File: config.mk
export PLATFORM = sky130hd
export DESIGN_NAME = ctrl_signal_generator
export DESIGN_NICKNAME = d
export VERILOG_FILES = /design/src/rtl/ctrl_signal_generator.sv
export SDC_FILE = /design/constraint.sdc
export NUM_CORES = 1
export LEC_CHECK = 0
export BUFFER_PORTS_ARGS = -buffer_cell sky130_fd_sc_hd__buf_2
export CORE_UTILIZATION = 25
export CTS_BUF_LIST = sky130_fd_sc_hd__clkbuf_8
export CTS_CLUSTER_SIZE = 10
export DETAILED_ROUTE_END_ITERATION = 6
export GPL_ROUTABILITY_DRIVEN = 0
export GPL_TIMING_DRIVEN = 0
export PLACE_DENSITY = 0.49
export RECOVER_POWER = 50
export SYNTH_ARGS = -nofsm -noshare
export SYNTH_HDL_FRONTEND = slang
export SYNTH_SLANG_ARGS = --single-unit
File: constraint.sdc
create_clock -name clk -period 2.15 [get_ports clk]
set_clock_uncertainty 0.05 [all_clocks]
set_input_delay 0.215 -clock clk [delete_from_list [all_inputs] [get_ports clk]]
set_output_delay 0.215 -clock clk [all_outputs]
set_load 0.01 [all_outputs]
File: src/rtl/ctrl_signal_generator.sv
// Pixel-beat sequencer for the CNN datapath: walks col/row/channel counters and
// derives delayed conv/accumulator/max-pool strobes plus a sticky completion flag.
module ctrl_signal_generator #(
    parameter int unsigned IMG_W  = 10,
    parameter int unsigned IMG_H  = 5,
    parameter int unsigned K      = 3,
    parameter int unsigned NUM_CH = 100
) (
    input  logic clk,
    input  logic rst_n,
    input  logic valid_in,
    output logic rst_n_conv,
    output logic valid_in_conv,
    output logic valid_in_accu,
    output logic valid_in_maxpool,
    output logic task_over
);

    localparam int unsigned COL_W = (IMG_W  > 1) ? $clog2(IMG_W)  : 1;
    localparam int unsigned ROW_W = (IMG_H  > 1) ? $clog2(IMG_H)  : 1;
    localparam int unsigned CH_W  = (NUM_CH > 1) ? $clog2(NUM_CH) : 1;

    logic [COL_W-1:0] col_q, col_d;
    logic [ROW_W-1:0] row_q, row_d;
    logic [CH_W-1:0]  ch_q, ch_d;

    logic beat, col_end, row_end, ch_end, win;

    // Pipeline stage registers (s1 = beat+1, s2 = beat+2)
    logic s1_win_q, s1_last_ch_q, s1_lom_q;
    logic s2_last_ch_q, s2_lom_q;
    logic conv_q, accu_q, maxpool_q, clr_n_q, task_over_q;

    always_comb begin
        beat    = valid_in && !task_over_q;
        col_end = (col_q == COL_W'(IMG_W - 1));
        row_end = (row_q == ROW_W'(IMG_H - 1));
        ch_end  = (ch_q == CH_W'(NUM_CH - 1));
        win     = (row_q >= ROW_W'(K - 1)) && (col_q >= COL_W'(K - 1));

        col_d = col_q;
        row_d = row_q;
        ch_d  = ch_q;
        if (beat) begin
            if (col_end) begin
                col_d = '0;
                if (row_end) begin
                    row_d = '0;
                    ch_d  = ch_end ? '0 : ch_q + 1'b1;
                end else begin
                    row_d = row_q + 1'b1;
                end
            end else begin
                col_d = col_q + 1'b1;
            end
        end
    end

    always_ff @(posedge clk) begin
        if (rst_n) begin
            col_q        <= '0;
            row_q        <= '0;
            ch_q         <= '0;
            s1_win_q     <= 1'b0;
            s1_last_ch_q <= 1'b0;
            s1_lom_q     <= 1'b0;
            s2_last_ch_q <= 1'b0;
            s2_lom_q     <= 1'b0;
            conv_q       <= 1'b0;
            accu_q       <= 1'b0;
            maxpool_q    <= 1'b0;
            clr_n_q      <= 1'b0;
            task_over_q  <= 1'b0;
        end else begin
            col_q        <= col_d;
            row_q        <= row_d;
            ch_q         <= ch_d;
            s1_win_q     <= beat && win;
            s1_last_ch_q <= beat && win && ch_end;
            s1_lom_q     <= beat && col_end && row_end;
            s2_last_ch_q <= s1_last_ch_q;
            s2_lom_q     <= s1_lom_q;
            conv_q       <= beat;
            accu_q       <= s1_win_q;
            maxpool_q    <= s2_last_ch_q;
            // Clear pulse lands three cycles after the last pixel of each map
            clr_n_q      <= !s2_lom_q;
            task_over_q  <= task_over_q || (beat && col_end && row_end && ch_end);
        end
    end

    assign rst_n_conv       = clr_n_q;
    assign valid_in_conv    = conv_q;
    assign valid_in_accu    = accu_q;
    assign valid_in_maxpool = maxpool_q;
    assign task_over        = task_over_q;

endmodule

**After elaboration in Yosys (flattened, before gate mapping)**

Cells that the tools add are included.
W data, S select, Z words.

- Reduce and logical (&&, ||, !) cells: 12
- Add/sub/neg operators: 3
- $lt $le $gt $ge: 2
- Equality and inequality tests: 3
- Mux-type cells: 3

Operator list:

| kind | count |
|---|---|
| $add A7 B1 Y7 const B | 1 |
| $eq A7 B7 Y1 const B | 1 |
| $logic_and A1 B1 Y1 | 7 |
| $mux W7 | 1 |
| $add A4 B1 Y4 const B | 1 |
| $eq A4 B4 Y1 const B | 1 |
| $ge A4 B2 Y1 const B | 1 |
| $mux W4 | 1 |
| $add A3 B1 Y3 const B | 1 |
| $eq A3 B3 Y1 const B | 1 |
| $ge A3 B2 Y1 const B | 1 |
| $mux W3 | 1 |
| $reduce_and A3 Y1 | 1 |
| $logic_not A1 Y1 | 2 |
| $reduce_and A2 Y1 | 1 |
| $logic_or A1 B1 Y1 | 1 |

- Logic and storage cells: 36
- Register bits after elaboration: 24
- Input bits: 3
- Output and inout bits: 5

**Longest topological paths before layout**

- Word-level depth: 6
- Depth in mapped cells: 6
- Mapped depth without buffers: 6

**Worst setup path after synthesis**

Ideal clock, no wire load.

- Path type: reg-to-reg
- From: register task_over_q (netlist: task_over)
- To: register row_q[2]
- Buffers on the path: 0
- Clock period less this slack: 1.413 ns
- Arrival: 1.292 ns
- Required time: 2.029 ns
- Library setup time: 0.071 ns
- Path slack: 0.737 ns
- Cell stages (with the launch flop): 5
- Path through: dfxtp_1 and4bb_4 nand3_4 or3b_1 a21oi_1

- Cells in the longest elaborated chain, start to end: 3

RTL lines:

| item | line | RTL |
|---|---|---|
| from (decl) | 32 | `logic conv_q, accu_q, maxpool_q, clr_n_q, task_over_q;` |
| from (signal assigned) | 88 | `task_over_q <= task_over_q \|\| (beat && col_end && row_end && ch_end);` |
| $logic_not A1 Y1 | 35 | `beat = valid_in && !task_over_q;` |
| $logic_and A1 B1 Y1 | 35 |  |
| $reduce_and A2 Y1 (no source line) | n/a |  |
| to (signal assigned) | 76 | `row_q <= row_d;` |
| to (decl) | 24 | `logic [ROW_W-1:0] row_q, row_d;` |

No other way between the ends.
A chain may end at the register's enable or synchronous reset.

**Final worst setup path**

- From: register col_q[2]
- To: register ch_q[4]

- Cells in the longest elaborated chain, start to end: 2

RTL lines:

| item | line | RTL |
|---|---|---|
| from (decl) | 23 | `logic [COL_W-1:0] col_q, col_d;` |
| from (signal assigned) | 75 | `col_q <= col_d;` |
| $eq A4 B4 Y1 | 36 | `col_end = (col_q == COL_W'(IMG_W - 1));` |
| $reduce_and A3 Y1 (no source line) | n/a |  |
| to (signal assigned) | 77 | `ch_q <= ch_d;` |
| to (decl) | 25 | `logic [CH_W-1:0] ch_q, ch_d;` |

No other way between the ends.

==> out/metrics.cfg <==
[status]
outcome = complete, no violations

[worst_setup_path]
cp.required_ps = 2250
critPathLaunchType = flip-flop
worstSetupPathType = reg2reg
worst-path-max-fanout = 7
worst_ep_arrival_time_ps = 1710
end_kind = flip-flop

[sta]
rsz0062_at_grt = no
final.period_utilization_pct = 74.7
maxSlewHeadroom_pct = 69.5
report.final.slew_viol_count = 0
whs_ps = 252
min_period_ps = 1610
fmax_mhz = 623
setup_viol = 0
hold_violations = 0
finalSetupTns_ps = 0
tightest_slew_ps = 458

[clock_tree]
numCtsBuffers = 3
path_clk_slew_ps = 90
root_buffer = clkbuf_8
ctsHoldBuffers = 0
cts-htree-levels = 1
worstSkewPairLatency_ps = 260
cts_tree = done
clkSinkCount = 24
post_cts_buffers = 0
cts_resized = 0
cts_buffer_depth = 2

[detailed_routing]
dr.pass1.iters = 4
drt-initial-drc-count = 38
via_per_inst = 4.40
dr_wl_met2_um = 759
met3_length_um = 49
routed-via-count = 708
drc = 0
wl_met1_um = 901
wl_per_cell_um = 10.8
top_layer_used = met4
ant_nets = 0
wl_um = 1740

[placement]
port_buffers = 6
placed_cells = 157
hpwlAfterDp_um = 1250

[grt]
antenna_found_initial = 0
grt_max_degree = 15
grt_pass1_wl_um = 2880
grt_pass1_vias = 617
grt-ovfl-total = 0
grtUsageTotal_pct = 8.84

[cells_and_area]
area_growth_pct = 15.4
multi_input_area_um2 = 505
regArea_um2 = 480
final_cells = 161
nets = 121
fillerInstances = 407
num_antenna_cells = 0
final_layout_size_suffix_gt1_share_pct = 7.08

[logic_synthesis]
avgSynthCellArea_um2 = 9.75
syn_nets = 110
synth.distinct_cells = 30
syn_area_um2 = 1000
ys_warn_count = 0
ys_ff_latch = 24
seq_area_frac_synth_pct = 47.8
netlist_instances = 103

[run]
drv_cap = 0

[floorplan]
io_pins = 8
coreArea_um2 = 3740
die_y_um = 65.4
die_x_um = 65.4
start_util_pct = 26.8
fp.dieArea_um2 = 4280
rows = 22

[power]
p_leak_nw = 0.425
power-per-cell-area_nw_per_um2 = 754
ir_worst_vdd_v = 0.000223

[min_path]
hold_path_class = in2reg

-- final timing paths --
kind | slack (ps) | startpoint | cells after the start | to
worst min-delay path | 250 | valid_in | 3 | valid_in_conv$_SDFF_PP0_
worst max register to register | 540 | col_q[2]$_SDFFE_PP0P_ | 4 | ch_q[4]$_SDFFE_PP0P_
worst min register to register | 330 | s2_lom_q$_SDFF_PP0_ | 1 | rst_n_conv$_SDFF_PP0_
worst max-delay path | 540 | col_q[2]$_SDFFE_PP0P_ | 4 | ch_q[4]$_SDFFE_PP0P_
-- worst max-delay path, stage by stage, from the launching register on --
cell,delay (ps)
dfxtp_1,380
nand4bb_1,280
nor3_2,420
a21o_1,290
nor2_1,80
-- cell usage after synthesis, drive strengths merged --
| cell | n | area share [%] |
|---|---|---|
| xnor2 | 4 | 3.5 |
| dfxtp | 24 | 48 |
| nor3 | 5 | 3.0 |
| nand4bb | 1 | 1.1 |
| and4b | 1 | 1.0 |
| and2 | 1 | 0.62 |
| nand2 | 1 | 0.37 |
| nor3b | 1 | 0.75 |
| mux2i | 2 | 2.0 |
| and3 | 2 | 1.2 |
| nand3b | 1 | 0.75 |
| xor2 | 5 | 4.4 |
| a21o | 1 | 0.75 |
| a21oi | 4 | 2.0 |
| nor4b | 1 | 0.87 |
| or3b | 1 | 0.87 |
| and4 | 2 | 1.7 |
| and4bb | 1 | 1.6 |
| ha | 4 | 5.0 |
| nand4 | 2 | 1.2 |
| nor2b | 6 | 3.7 |
| o21ai | 3 | 1.5 |
| nand2b | 2 | 1.2 |
| inv | 3 | 1.1 |
| nand3 | 4 | 3.2 |
| clkbuf | 2 | 0.75 |
| nor4 | 3 | 1.9 |
| nor2 | 16 | 6.0 |
-- power by group --
group	switching, mW	leakage (nW)	internal (mW)
clock	0.141	0.0357	0.249
sequential	0.00708	0.194	0.450
combinational	0.0188	0.195	0.00958
-- metrics by stage --
step / utilization, % / worst slack (ps) / power, mW / area (um^2)
3_5_place_dp: 29.2 / 566 / 0.496 / 1090
3_3_place_gp: 29.2 / 592 / 0.496 / 1090
4_1_cts: 31.1 / 540 / 0.885 / 1170
2_1_floorplan: - / 737 / 0.487 / 1000
6_report: 31.0 / 544 / 0.874 / 1160
5_1_grt: 31.0 / 407 / 0.907 / 1160
-- cells in the final DEF, fill, tap and decap left out, types with 2 or more instances in the layout --
cell,count
a21oi_1,4
and3_1,2
and4_1,2
clkbuf_1,7
clkbuf_8,3
dfxtp_1,24
ha_1,4
inv_1,3
mux2i_1,2
nand2b_1,2
nand3_1,3
nand4_1,2
nor2_1,16
nor2b_1,6
nor3_1,4
nor4_1,3
o21ai_0,3
xnor2_1,4
xor2_1,5
-- sequential cells by signal, summed over array words and instances, names as in the netlist --
name              count
s2_last_ch_q          1
s1_last_ch_q          1
s1_lom_q              1
rst_n_conv            1
task_over             1
s1_win_q              1
s2_lom_q              1
col_q                 4
ch_q                  7
valid_in_conv         1
valid_in_maxpool      1
valid_in_accu         1
row_q                 3
-- cell type report --
| cell class | count | share of cell area, % |
|---|---|---|
| clock inverter | 1 | 2.59 |
| multi-input combinational | 74 | 43.6 |
| inverter | 3 | 0.971 |
| sequential | 24 | 41.4 |
| tap | 48 | 5.18 |
| buffer | 2 | 0.647 |
| timing repair buffer | 6 | 2.05 |
| clock buffer | 3 | 3.56 |
-- kinds of logic after synthesis --
kind of cell               synth area share [%]
and+or+nand+nor                            31.3
DFF                                        47.8
xor gates and xnor gates                   7.85
AOI/OAI and AO/OA                          4.23
buffers and inverters                      1.87
adders and majority gates                  4.98
muxes                                      1.99
-- metal layers --
metal	GRT usage, %	up-vias
met4	5.71	0
met1	11.9	318
met3	1.22	2
met5	0	-
li1	-	380
met2	13.1	8
(Power assumes the default switching activity.)
